$ cat src/rtl/priority_encoder_rr.sv
// Registered N-bit priority encoder with valid/ready handshake.
// MODE=0: highest set index wins. MODE=1: round-robin, priority rotates past the last winner.
module priority_encoder_rr #(
    parameter int N    = 8,
    parameter int W    = $clog2(N),
    parameter int MODE = 0
) (
    input  logic         clk,
    input  logic         rst,
    input  logic [N-1:0] d,
    input  logic         in_valid,
    output logic         in_ready,
    output logic [W-1:0] xin,
    output logic [N-1:0] gnt,
    output logic         v,
    output logic         out_valid,
    input  logic         out_ready
);
    logic [W-1:0] ptr;
    logic [W-1:0] win;
    logic         hit;
    int           t;

    // Walk the search order ptr-1, ptr-2, ... backwards so the earliest hit is the
    // last one assigned. The wrap is done in int arithmetic with an explicit compare,
    // so a non-power-of-two N never yields an index above N-1.
    always_comb begin
        win = '0;
        hit = 1'b0;
        t   = 0;
        for (int j = N - 1; j >= 0; j--) begin
            t = int'(ptr) - 1 - j;
            if (t < 0)
                t = t + N;
            if (d[t[W-1:0]]) begin
                win = t[W-1:0];
                hit = 1'b1;
            end
        end
    end

    assign in_ready = !rst && (!out_valid || out_ready);

    always_ff @(posedge clk) begin
        if (rst) begin
            out_valid <= 1'b0;
            xin       <= '0;
            gnt       <= '0;
            v         <= 1'b0;
            ptr       <= '0;
        end else if (in_valid && in_ready) begin
            out_valid <= 1'b1;
            xin       <= win;
            gnt       <= hit ? (N'(1) << win) : '0;
            v         <= hit;
            if (MODE == 1 && hit)
                ptr <= win;
        end else if (out_ready) begin
            out_valid <= 1'b0;
        end
    end
endmodule

$ cat config.mk
export PLATFORM = sky130hd
export DESIGN_NAME = priority_encoder_rr
export DESIGN_NICKNAME = d
export VERILOG_FILES = /design/src/rtl/priority_encoder_rr.sv
export SDC_FILE = /design/constraint.sdc
export NUM_CORES = 1
export LEC_CHECK = 0
export CAP_MARGIN = 0
export CORE_MARGIN = 4
export CORE_UTILIZATION = 39
export CTS_CLUSTER_DIAMETER = 100
export DETAILED_ROUTE_END_ITERATION = 12
export DONT_BUFFER_PORTS = 1
export GPL_ROUTABILITY_DRIVEN = 0
export PLACE_DENSITY = 0.67
export SKIP_LAST_GASP = 1
export SYNTH_ARGS = -nofsm -noshare
export SYNTH_HDL_FRONTEND = slang
export SYNTH_SLANG_ARGS = --single-unit
$ cat constraint.sdc
create_clock -name clk -period 1 [get_ports clk]
set_input_delay 0.2 -clock clk [delete_from_list [all_inputs] [get_ports clk]]
set_output_delay 0.2 -clock clk [all_outputs]
set_load 0.1 [all_outputs]
==> results.toml <==
[run_status]
status = "complete, but fails checks"
violations = "negative hold slack, negative setup slack"

[synth]
synth_area_sq_um = 587
synth_nets = 79
synth_top_area_share_pct = 44.3
seq_area_frac_synth_pct = 44.3
yosys.area.top_type = "dfxtp_1"
synth.area.top_cells = "dfxtp_1 44%, nor2_1 7.0%, a21oi_1 6.0%, nand2_1 5.8%, nor4_4 3.6%"
muxShareOfSynthArea_pct = 0
synth_top_family_by_area = "simple AND/OR/NAND/NOR gates"
yosys_warnings = 0
synthAdderAreaFrac_pct = 0
synth-simple-area-share_pct = 36.2
ys.flop_type = "dfxtp_1"
synth_edf_count = 0
yosys-top-cells-count = "13 x dfxtp_1, 11 x nor2_1, 9 x nand2_1"
synth_cell_types = 25
post-synth-top-count-cell = "dfxtp_1"
netlist_instances = 67
async_reset_ff_share_pct = 0
ys_seq_elements = 13
synth.avg_cell_area_sq_um = 8.76
synth_xor_area_share_pct = 0
synth_compound_area_share_pct = 16.6

[worst_hold_path]
hold_depth = 1
min-delay-start = "rst"
min_to = "v"
hold_class = "in -> reg"

[power]
leakage_uw = 0.000409
pwr_density_cell_nw_per_um2 = 1210
peakVddDrop_mv = 0.892

[worst_setup_path]
worstReg2RegEnd = "gnt[5]"
cp-start-kind = "flip-flop"
rr_startpoint = "out_valid"
worst-r2r-cell-count = 6
arrival_ns = 1.07
rrSetupSlack_ns = -0.22
path_max_fanout = 2
crit_type = "reg -> out"
cp-end-kind = "primary output"
crit_required_ns = 0.80

[routing]
drc = 0
drt_iter0_drc = 26
routedWlPerCell_um = 16.3
drt-total-wl_um = 1740
via_per_inst = 5.76
postRouteAntennaNets = 0
drt_pass1_iterations = 4
vias = 616

[finish]
fin_area_sq_um = 1060
multiInputGateArea_sq_um = 360
area_delta_synth_final_pct = 80.6
final_nets = 105
final_core_util_pct = 77.6
seqCellArea_sq_um = 279
diodes = 0
fillers = 88
stdcell_count = 107
drive_gt1_share_pct = 58.7

[timing]
tightest_slew_ns = 0.275
fmax_mhz = 786
slew_headroom_pct = 81.6
fin_crit_sh_pct = 127
hold_ws_ns = -0.0253
fin_skew_ns = 0.00468
fin_ws_ns = -0.273
period_minus_slack_ns = 1.27
final-hold-violation-count = 10
rsz0062_at_grt = "yes"
drv_slew = 0
setup_violations = 22

[grt]
gr-total-overflow = 0
grt_max_degree = 16
grt_pass1_wl_um = 2680
grt_usage_pct = 17.1
antenna_found_initial = 0
grt_pass1_vias = 641

[place]
place_area_sq_um = 913
dp_slack_ns = -0.0898
place_hpwl_um = 1130
io_buffers = 0
dp_cells = 97

[cts]
cts_root_buffer = "clkbuf_4"
tritoncts = "yes"
clk_latency_ns = 0.27
clk_path_buf_depth = 2
path_clk_slew_ns = 0.08
htree_levels = 1
cts_buffers = 3
clkSinkCount = 13

[floorplan]
core-area_sq_um = 1370
die_h_um = 46.8
ios = 26
initial_core_util_pct = 42.9
rows = 13
die_x_um = 46.8
die_area_sq_um = 2190

[run]
maxCapViolations = 0
-- cells by family after synthesis --
kind of cell / Yosys count
AO/OA/AOI/OAI: 15
buffers and inverters: 4
flip-flops: 13
AND/OR/NAND/NOR: 35
-- sequential cells by signal, indices dropped and copies added, names as in the netlist --
| signal | count |
|---|---|
| v | 1 |
| gnt | 8 |
| xin | 3 |
| out_valid | 1 |
-- worst max-delay path, cell delays in order (launching register included) --
cell,delay [ns]
dfxtp_4,0.34
and2b_4,0.17
nor2_4,0.10
buf_12,0.18
-- through the flow --
step / total power, uW / TNS, ns
floorplan: 812 / -1.83
global placement: 914 / -0.125
detailed placement: 919 / -0.315
CTS: 1270 / -2.52
global route: 1330 / -3.91
finish: 1280 / -2.75
-- layout by cell type, fill, tap and decap left out, types with 2 or more instances in the layout --
cell       n
buf_12    15
buf_6      2
dfxtp_2   12
a21oi_1    3
nand3b_1   2
clkbuf_4   3
nor2_4     2
buf_4      6
nor2_1    10
o21ai_1    2
nand2b_4   2
nor3_1     2
a21oi_2    4
nand2_1    8
inv_1      2
-- layout make-up --
cell class              count  area share [%]
well taps                  15            1.77
clock buffers               4            2.48
repair buffers             23            34.7
multi-input cells          50            34.0
flip-flops and latches     13            26.3
inverters                   2           0.708
-- layer usage --
layer	GRT usage [%]	vias to the layer above	routed length (um)
met5	0	-	0
met4	10.5	0	41
met3	5.75	7	159
met2	27.4	37	919
met1	19.6	287	622
li1	-	285	-
-- worst max-delay path by stage --
stage | startpoint | endpoint | slack [ns]
2_1_floorplan | out_valid | in_ready | -0.37
3_5_place_dp | out_valid | gnt[0] | -0.09
4_1_cts | out_valid | in_ready | -0.27
6_report | out_valid | in_ready | -0.27
5_1_grt | out_valid | in_ready | -0.32
3_3_place_gp | out_valid | gnt[0] | -0.03
-- report_power, final --
| part | switching, uW | total, uW | leakage, uW | internal [uW] |
|---|---|---|---|---|
| Combinational | 239 | 397 | 0.000282 | 158 |
| Clock | 167 | 322 | 0.0000150 | 155 |
| Sequential | 20.7 | 561 | 0.000112 | 540 |
| Total | 427 | 1280 | 0.000409 | 853 |
-- what timing repair did --
action                                  in CTS  in global routing
endpoints found under the hold margin       10                 10
buffers inserted                             4                  2
gates resized for setup                      4                 10
endpoints found under the setup margin      23                 26
pin swaps                                    5                  2
Power figures use the tool's default switching activity.
